## config.mk

```make
export PLATFORM = sky130hd
export DESIGN_NAME = mc_control
export DESIGN_NICKNAME = d
export VERILOG_FILES = /design/src/rtl/mc_control_pkg.sv /design/src/rtl/mc_control_imm_gen.sv /design/src/rtl/mc_control.sv
export SDC_FILE = /design/constraint.sdc
export NUM_CORES = 1
export LEC_CHECK = 0
export BUFFER_PORTS_ARGS = -buffer_cell sky130_fd_sc_hd__buf_2
export CORE_UTILIZATION = 50
export DETAILED_ROUTE_END_ITERATION = 10
export HOLD_SLACK_MARGIN = 0.08
export PLACE_DENSITY = 0.79
export SLEW_MARGIN = 5
export SYNTH_ARGS = -nofsm -noshare
export SYNTH_HDL_FRONTEND = slang
export SYNTH_SLANG_ARGS = --single-unit
```

## constraint.sdc

```tcl
create_clock -name clk -period 2.39 [get_ports clk]
set_input_delay 0.478 -clock clk [delete_from_list [all_inputs] [get_ports clk]]
set_output_delay 0.478 -clock clk [all_outputs]
set_load 0.02 [all_outputs]
```

## src/rtl/mc_control_pkg.sv

```systemverilog
// mc_control_pkg: opcodes, ALU/operand select codes, FSM states and opcode classifier for mc_control
package mc_control_pkg;
  localparam int REGWIDTH = 32;
  localparam int ALUOPWIDTH = 2;
  localparam logic [6:0] OP_LUI = 7'b0110111, OP_AUIPC = 7'b0010111, OP_JAL = 7'b1101111,
                         OP_JALR = 7'b1100111, OP_BRANCH = 7'b1100011, OP_LOAD = 7'b0000011,
                         OP_STORE = 7'b0100011, OP_IMM = 7'b0010011, OP_REG = 7'b0110011;
  localparam logic [ALUOPWIDTH-1:0] ALU_ADD = 2'd0, ALU_R = 2'd1, ALU_I = 2'd2, ALU_BRANCH = 2'd3;
  localparam logic [1:0] SRC_REG = 2'd0, SRC_IMM = 2'd1, SRC_FOUR = 2'd2;
  localparam logic [1:0] SRC1_REG = 2'd0, SRC1_ZERO = 2'd1, SRC1_PC = 2'd2;
  localparam logic PC_PPC = 1'b0, PC_REG = 1'b1;
  typedef enum logic [2:0] {S_FETCH, S_DECODE, S_EXEC, S_MEM, S_WB, S_HALT} state_t;
  typedef enum logic [3:0] {C_R, C_I, C_LOAD, C_STORE, C_BRANCH, C_JAL, C_JALR, C_LUI, C_AUIPC, C_ILL} cls_t;
  function automatic cls_t classify(input logic [6:0] op);
    case (op)
      OP_REG:    return C_R;
      OP_IMM:    return C_I;
      OP_LOAD:   return C_LOAD;
      OP_STORE:  return C_STORE;
      OP_BRANCH: return C_BRANCH;
      OP_JAL:    return C_JAL;
      OP_JALR:   return C_JALR;
      OP_LUI:    return C_LUI;
      OP_AUIPC:  return C_AUIPC;
      default:   return C_ILL;
    endcase
  endfunction
endpackage

```

## src/rtl/mc_control_imm_gen.sv

```systemverilog
// mc_control_imm_gen: sign-extended I/S/B/U/J immediate selected by the instruction's opcode
module mc_control_imm_gen
  import mc_control_pkg::*;
(
  input  logic [31:0] instr_i,
  output logic [31:0] imm_o
);
  cls_t c;
  assign c = classify(instr_i[6:0]);
  always_comb begin
    imm_o = '0;
    case (c)
      C_I, C_LOAD, C_JALR: imm_o = {{20{instr_i[31]}}, instr_i[31:20]};
      C_STORE:             imm_o = {{20{instr_i[31]}}, instr_i[31:25], instr_i[11:7]};
      C_BRANCH:            imm_o = {{19{instr_i[31]}}, instr_i[31], instr_i[7], instr_i[30:25], instr_i[11:8], 1'b0};
      C_LUI, C_AUIPC:      imm_o = {instr_i[31:12], 12'b0};
      C_JAL:               imm_o = {{11{instr_i[31]}}, instr_i[31], instr_i[19:12], instr_i[20], instr_i[30:21], 1'b0};
      default:             imm_o = '0;
    endcase
  end
endmodule

```

## src/rtl/mc_control.sv

```systemverilog
// mc_control: multi-cycle RV32I control FSM; define ILLEGAL_TRAP_EN to halt on unrecognised opcodes
module mc_control #(
  parameter logic [31:0] RESET_PC   = 32'h0000_0000,
  parameter int          REGWIDTH   = mc_control_pkg::REGWIDTH,
  parameter int          ALUOPWIDTH = mc_control_pkg::ALUOPWIDTH
) (
  input  logic                  clk,
  input  logic                  rst_n,
  output logic                  imem_req,
  input  logic                  imem_ack,
  input  logic [31:0]           imem_rdata,
  output logic                  dmem_req,
  output logic                  dmem_we,
  input  logic                  dmem_ack,
  input  logic [REGWIDTH-1:0]   dmem_rdata,
  output logic [31:0]           pc_o,
  output logic [ALUOPWIDTH-1:0] alu_op,
  output logic [1:0]            alu_src,
  output logic [1:0]            alu_src1,
  output logic                  pc_src,
  output logic [2:0]            funct3,
  output logic [6:0]            funct7,
  output logic [31:0]           imm32,
  output logic [4:0]            rs1,
  output logic [4:0]            rs2,
  output logic [4:0]            rd,
  input  logic                  alu_zero,
  input  logic [REGWIDTH-1:0]   alu_result,
  input  logic [REGWIDTH-1:0]   alu_pcout,
  output logic                  rf_we,
  output logic [REGWIDTH-1:0]   rf_wdata,
  output logic                  illegal_o
);
  import mc_control_pkg::*;
  state_t state_q;
  cls_t cls;
  logic [31:0] instr_q, pc_q, pc_d;
  logic [REGWIDTH-1:0] res_q, pcout_q, load_q;
  logic zero_q, wr_cls;
  logic [ALUOPWIDTH-1:0] alu_op_q;
  logic [1:0] src_q, src1_q;
  logic psrc_q;
  assign cls = classify(instr_q[6:0]);
  assign wr_cls = cls inside {C_R, C_I, C_LOAD, C_JAL, C_JALR, C_LUI, C_AUIPC};
  assign pc_d = cls == C_JALR ? (pcout_q & ~32'h1) :
                ((cls == C_BRANCH && zero_q) || cls == C_JAL) ? pcout_q : pc_q + 32'd4;
  // gated by rst_n so the request drops the instant reset asserts
  assign imem_req = rst_n && state_q == S_FETCH;
  assign dmem_req = state_q == S_MEM;
  assign dmem_we  = dmem_req && cls == C_STORE;
  assign rf_we    = state_q == S_WB && wr_cls && instr_q[11:7] != 5'd0;
  assign rf_wdata = cls == C_LOAD ? load_q : res_q;
  assign pc_o     = pc_q;
  assign alu_op   = alu_op_q;
  assign alu_src  = src_q;
  assign alu_src1 = src1_q;
  assign pc_src   = psrc_q;
  assign rs1      = instr_q[19:15];
  assign rs2      = instr_q[24:20];
  assign rd       = instr_q[11:7];
  assign funct3   = instr_q[14:12];
  assign funct7   = (cls == C_R || (cls == C_I && instr_q[13:12] == 2'b01)) ? instr_q[31:25] : 7'd0;
`ifdef ILLEGAL_TRAP_EN
  assign illegal_o = state_q == S_HALT;
`else
  assign illegal_o = 1'b0;
`endif
  mc_control_imm_gen u_imm (.instr_i(instr_q), .imm_o(imm32));
  always_ff @(posedge clk or negedge rst_n)
    if (!rst_n) begin
      state_q  <= S_FETCH;
      pc_q     <= RESET_PC;
      instr_q  <= 32'h0000_0013;
      res_q    <= '0;
      pcout_q  <= '0;
      load_q   <= '0;
      zero_q   <= 1'b0;
      alu_op_q <= '0;
      src_q    <= '0;
      src1_q   <= '0;
      psrc_q   <= 1'b0;
    end else begin
      case (state_q)
        S_FETCH: if (imem_ack) begin
          instr_q <= imem_rdata;
          state_q <= S_DECODE;
        end
        S_DECODE: begin
`ifdef ILLEGAL_TRAP_EN
          if (cls == C_ILL) state_q <= S_HALT; else
`endif
          begin
            state_q  <= S_EXEC;
            alu_op_q <= cls == C_R ? ALU_R : cls == C_I ? ALU_I : cls == C_BRANCH ? ALU_BRANCH : ALU_ADD;
            src_q    <= cls inside {C_JAL, C_JALR} ? SRC_FOUR :
                        cls inside {C_I, C_LOAD, C_STORE, C_LUI, C_AUIPC} ? SRC_IMM : SRC_REG;
            src1_q   <= cls inside {C_JAL, C_JALR, C_AUIPC} ? SRC1_PC : cls == C_LUI ? SRC1_ZERO : SRC1_REG;
            psrc_q   <= cls == C_JALR ? PC_REG : PC_PPC;
          end
        end
        S_EXEC: begin
          res_q   <= alu_result;
          zero_q  <= alu_zero;
          pcout_q <= alu_pcout;
          state_q <= cls inside {C_LOAD, C_STORE} ? S_MEM : S_WB;
        end
        S_MEM: if (dmem_ack) begin
          load_q  <= dmem_rdata;
          state_q <= S_WB;
        end
        S_WB: begin
          pc_q     <= pc_d;
          state_q  <= S_FETCH;
          alu_op_q <= '0;
          src_q    <= '0;
          src1_q   <= '0;
          psrc_q   <= 1'b0;
        end
        default: state_q <= state_q;
      endcase
    end
endmodule

```

== Word-level counts from Yosys, hierarchy flattened ==
Cells that the tools add are included.

* Flip-flop bits (word level): 171
* Input port bits: 133
* Output and inout bits: 133

* $add $sub $neg: 1
* Equality and inequality tests: 24
* Multiplexer cells: 22
* Reduce and logical (&&, ||, !) cells: 23

{| class="wikitable"
|+ Operators by type and width
! kind !! count
|-
| case mux 32 bit (5 select lines) || 1
|-
| two-way mux 32 bit || 3
|-
| case mux 4 bit (9 select lines) || 1
|-
| adder 32 x 3 -> 32 bit (second input constant) || 1
|-
| == test 7 x 6 -> 1 bit (second input constant) || 3
|-
| == test 7 bit (second input constant) || 3
|-
| == test 4 x 3 -> 1 bit (second input constant) || 4
|-
| case mux 3 bit (5 select lines) || 1
|-
| nonzero test 5 bit || 3
|-
| == test 7 x 5 -> 1 bit (second input constant) || 2
|-
| case mux 2 bit (2 select lines) || 3
|-
| two-way mux 2 bit || 5
|-
| two-way mux 3 bit || 3
|-
| == test 4 x 2 -> 1 bit (second input constant) || 2
|-
| == test 7 x 2 -> 1 bit (second input constant) || 1
|-
| two-way mux 7 bit || 1
|-
| nonzero test 7 bit || 1
|-
| == test 3 x 2 -> 1 bit (second input constant) || 2
|-
| logical AND 1 bit || 6
|-
| nonzero test 2 bit || 3
|-
| == test 4 x 1 -> 1 bit (second input constant) || 1
|-
| == test 4 bit (second input constant) || 1
|-
| zero test 4 bit || 1
|-
| AND reduction 2 bit || 2
|-
| other kinds (13) || 16
|}

== Longest topological paths before layout ==
* Word-level depth: 7
* Depth in mapped cells: 8

== Cells and area by module ==
Synthesis repeated with hierarchy kept, for this count alone.

* Cells, all modules: 736
* Area total of the unflattened synthesis: 8484.4 um^2

{| class="wikitable"
|+ By module, submodules not included
! module !! instances !! cells an instance !! area an instance (um^2) !! sequential area each (um^2)
|-
| mc_control || 1 || 651 || 7925.1 || 4282.9
|-
| mc_control_imm_gen || 1 || 85 || 559.3 || 0.0
|}

== Worst setup path after synthesis ==
No wires, ideal clock.

* Kind: reg2out
* Start: reg instr_q[4]
* End: out imm32[31]
* Arrival time: 1.877 ns
* Setup slack: 0.035 ns
* Stages on the path, launching flop included: 7
* Cells stage by stage: dfstp_2 -> clkbuf_1 -> nand2_1 -> nor3_1 -> clkbuf_1 -> nor2_1 -> nor2_1

* Word-level cells in the longest chain between the ends: 5
* Elaborated cells on any way between the ends: 21

{| class="wikitable"
|+ Ends and longest elaborated chain
! what !! RTL line !! text
|-
| start: declaration || mc_control.sv:37 || <nowiki>logic [31:0] instr_q, pc_q, pc_d;</nowiki>
|-
| start signal: assignment || mc_control.sv:85 || <nowiki>instr_q <= imem_rdata;</nowiki>
|-
| == test 7 x 5 -> 1 bit (tied with other cells) || mc_control_pkg.sv:15 || <nowiki>case (op)</nowiki>
|-
| case mux 4 bit (9 select lines) (*) || mc_control_pkg.sv:15 ||
|-
| == test 4 x 3 -> 1 bit (tied with other cells) || mc_control_imm_gen.sv:12 || <nowiki>case (c)</nowiki>
|-
| OR reduction 3 bit / OR reduction 2 bit (equally long branches) || mc_control_imm_gen.sv:12 ||
|-
| case mux 32 bit (5 select lines) (*) || mc_control_imm_gen.sv:12 ||
|-
| end: declaration || mc_control.sv:23 || <nowiki>output logic [31:0] imm32,</nowiki>
|}

Mark *: on every way between the ends. The rest lies on a longest branch, timed or not.

== Worst setup path after layout ==
* Start: reg instr_q[0]
* End: out rf_wdata[5]

* Word-level cells in the longest chain between the ends: 4
* Elaborated cells on any way between the ends: 12

{| class="wikitable"
|+ Ends and longest elaborated chain
! what !! RTL line !! text
|-
| == test 7 x 5 -> 1 bit (tied with other cells) || mc_control_pkg.sv:15 ||
|-
| case mux 4 bit (9 select lines) (*) || mc_control_pkg.sv:15 ||
|-
| == test 4 x 2 -> 1 bit (*) || mc_control.sv:52 || <nowiki>assign rf_wdata = cls == C_LOAD ? load_q : res_q;</nowiki>
|-
| two-way mux 32 bit (*) || mc_control.sv:52 ||
|-
| end: declaration || mc_control.sv:31 || <nowiki>output logic [REGWIDTH-1:0] rf_wdata,</nowiki>
|}

Marked as above.

==> results by group <==
Setup path
  • Slowest stage delay, CP: between 0.5 and 0.6 ns
  • Critical R2R Launch: state_q[1]$_DFFE_PN0P_
  • CP delay by family, top: flip-flops
  • Flop-to-flop setup slack: around 0.36 ns
  • CP endpoint kind: output port
  • Slowest library cell on the worst path: dfstp_2
  • Crit path cell chain: nand4bb_4 -> nor4_4 -> buf_12 -> mux2_2 -> buf_2
  • Worst reg2reg endpoint: pc_o[19]$_DFFE_PN0P_
  • FF-to-FF path depth: 6
  • Bufs and invs on worst path: 2
  • Critical path peak fanout: 32
  • CP startpoint kind: register
  • Worst EP required: 1.91 ns
  • Crit Path Category: register to output port
  • Arr. time, crit path: 2.14 ns

Route
  • Detail Route Antenna Nets: 0
  • Initial drt markers: 478
  • Initial DRT Pass Iterations: 6
  • Routed vias: 6764
  • Vias/cell: 5.56
  • Total wire length: 22100 um
  • DRC viols: 0
  • Drt wl/cell: 18.2 um

Power
  • Clock power share: 20.4%
  • Sequential Power Share: between 30% and 40%
  • Overall Power: 14300 uW
  • Switch Pwr: between 5000 and 6000 uW
  • Worst vdd ir: 1.06 mV
  • Leakage: 0.00530 uW
  • Gate power share: 43.0%
  • Net Sw Frac: 38.4%
  • PD cells: between 1000 and 1500 nW/um2
  • Cell internal pwr: 8840 uW

Timing
  • Final Hold Viols: 0
  • RSZ-0062 raised after global routing: true
  • Final min period: 2.62 ns
  • Clock Skew: 0.0140 ns
  • Worst-Margin Slew: around 0.65 ns
  • Endpoints failing setup: 67
  • Slew headroom: 56.3%
  • TNS Setup: -10.55 ns
  • Fmax: around 380 MHz
  • Period utilization: 110%
  • Slew Viols, Final: 0
  • Worst hold slack: ~0.25 ns
  • Setup WS post-layout: -0.232 ns

Yosys
  • EDFF count, synth: 0
  • Cell taking the most area after synthesis: dfrtp_1
  • Synth warnings: 0
  • Top cell type's share of synthesized area: about 51%
  • Seq cells post-synth: 171
  • Syn Nets: between 800 and 900
  • Synth top area cells: dfrtp_1, mux2_2, o21ai_0
  • Prevailing post-synth register cell: dfrtp_1
  • Syn Inst Count: 718
  • Synthesized area per cell: 11.6 um2
  • Async SR Flop Fraction: 100%
  • Sequential fraction of the synthesis area: 51.5%
  • Mapped Area: around 8300 um2
  • Synth unique cells: 55

Place
  • Pre-CTS worst setup slack: 0.136 ns
  • Gpl congestion: about 0.88
  • DP HPWL: 15000 um
  • Port buffer count: 264
  • Placed cells: 1166

Global route
  • Initial antenna violation count: 1
  • Largest net degree at the start of global routing: between 60 and 70
  • Overall Global Routing Usage: 25.9%
  • First-pass GRT wire length: 33500 um
  • Grt total ovfl: 0
  • Vias in the first global route: 6579

Floorplan
  • Initial Util: 51.8%
  • Core ar.: 16100 um2
  • Chip Width: 131 um
  • Die span in y: around 130 um
  • Die ar.: ~17000 um2
  • Number of core rows: 46
  • IO Pins: ~270

Clocking
  • Clock buffer count from CTS: 17
  • Clk slew on worst S/H paths: 0.07 ns
  • Worst skew pair latency: 0.43 ns
  • CTS sink count: 171
  • CTS Buffer Depth: 2
  • CTS H-tree depth: 4
  • CTS tree: yes
  • Root buffer cell: clkbuf_16

Cells and area
  • Layout Cells excl Fill: about 1200
  • Area of the multi-input gates: between 3000 and 4000 um2
  • Most frequent cells in the layout: buf_2, dfrtp_1, mux2_2
  • Register Area: about 4300 um2
  • Nets: 1120
  • Fill cells: about 1200
  • Most common cell after layout, fill and taps aside: buf_2
  • Share of post-route cells with drive strength above 1: 54.4%
  • Area Growth Syn to Fin: 31.4%

Worst hold path
  • Worst Hold Endpoint: pcout_q[0]$_DFFE_PN0P_
  • Hold path startpoint: alu_pcout[0]
  • Hold crit path type: input port to register
  • Hold depth: 3

Outcome
  • Status: complete, but fails checks
  • Failing checks: negative setup slack

Run
  • Max_cap viols: 0
-- metal layers --
layer  share of wire [%]  GRT usage, %
met5                   0             0
met4                 2.4          11.0
met3                 7.7          8.55
met2                  50          42.7
met1                  40          31.1
-- synthesized netlist by cell type, types with 2 or more instances --
| library cell | count |
|---|---|
| a22oi_1 | 3 |
| o21ai_0 | 41 |
| a21o_1 | 19 |
| and4_1 | 4 |
| nand4_1 | 14 |
| nor4_2 | 3 |
| dfstp_2 | 3 |
| mux2_2 | 158 |
| mux2i_1 | 2 |
| or4_1 | 2 |
| nand2_1 | 50 |
| nor3_1 | 7 |
| nor2_1 | 23 |
| o31ai_1 | 2 |
| buf_2 | 14 |
| a2bb2oi_1 | 5 |
| clkbuf_1 | 18 |
| o22ai_1 | 5 |
| and2_1 | 19 |
| nor4_1 | 3 |
| nand2b_1 | 4 |
| dfrtp_1 | 168 |
| buf_4 | 21 |
| nor2b_1 | 2 |
| a31oi_1 | 2 |
| buf_1 | 8 |
| xor2_1 | 11 |
| nand3_1 | 24 |
| a221o_1 | 2 |
| a32oi_1 | 2 |
| o21ai_1 | 2 |
| and3_1 | 10 |
| xnor2_1 | 5 |
| a22o_1 | 6 |
| inv_1 | 8 |
| a21oi_1 | 29 |
-- cells by family after synthesis --
family	share of synthesized area (%)
other	0.0451
multiplexers	21.8
AO/OA/AOI/OAI	9.58
buffers and inverters	4.32
adder cells (fa/ha/maj)	0.150
flip-flops	51.5
XOR/XNOR	1.68
AND/OR/NAND/NOR	11.0
-- sequential cells by signal, indices dropped and copies added, names as in the netlist --
name,count
state_q,3
pc_o,32
zero_q,1
pcout_q,32
alu_src1,2
pc_src,1
alu_src,2
alu_op,2
load_q,32
instr_q,32
res_q,32
-- stage by stage --
stage,area (um2),utilization (%)
2_1_floorplan,8320,-
3_3_place_gp,9900,61.7
3_5_place_dp,9900,61.7
4_1_cts,10700,66.8
5_1_grt,10900,68.1
6_report,10900,68.1
-- how the worst max path moves through the flow --
stage	start	to	slack, ns	depth (start not counted)
final	instr_q[0]$_DFFE_PN1P_	rf_wdata[5]	-0.23	5
after global placement	instr_q[0]$_DFFE_PN1P_	rf_wdata[5]	0.15	5
after floorplan	instr_q[4]$_DFFE_PN1P_	imm32[31]	0.03	6
after global routing	instr_q[0]$_DFFE_PN1P_	rf_wdata[5]	-0.30	5
after detailed placement	instr_q[6]$_DFFE_PN0P_	imm32[28]	0.14	6
after CTS	instr_q[0]$_DFFE_PN1P_	rf_wdata[0]	-0.23	5
-- final cells by class --
| cell class | count | area share [%] |
|---|---|---|
| diodes | 1 | 0.0229 |
| clock buffers | 19 | 4.05 |
| clock inverters | 13 | 1.64 |
| inverters | 9 | 0.320 |
| multi-input cells | 478 | 35.5 |
| flip-flops and latches | 171 | 39.2 |
| well taps | 216 | 2.47 |
| repair buffers | 309 | 16.8 |
-- worst register-to-register path: cells and delay by family (launching register included) --
kind	cells	cell delay [ns]
XOR/XNOR	1	0.17
AO/OA/AOI/OAI	1	0.14
flip-flops	1	0.38
AND/OR/NAND/NOR	3	1.03
buffers and inverters	1	0.23
-- repair_timing --
action,CTS,global route
endpoints found under the hold margin,37,0
setup endpoints to repair,72,73
hold buffers,1,0
resized for setup,34,45
cloned,2,0
buffers inserted,8,7
pin swaps,5,5
-- power by group through the flow --
| stage | Sequential (uW) | Combinational (uW) | Clock [uW] |
|---|---|---|---|
| floorplan | 5120 | 4060 | 0 |
| global placement | 5190 | 5500 | 0 |
| detailed placement | 5270 | 5630 | 0 |
| CTS | 5240 | 5880 | 2980 |
| global route | 5440 | 6610 | 3090 |
| finish | 5250 | 6170 | 2920 |
No activity file was read; power rests on OpenSTA's default activity.
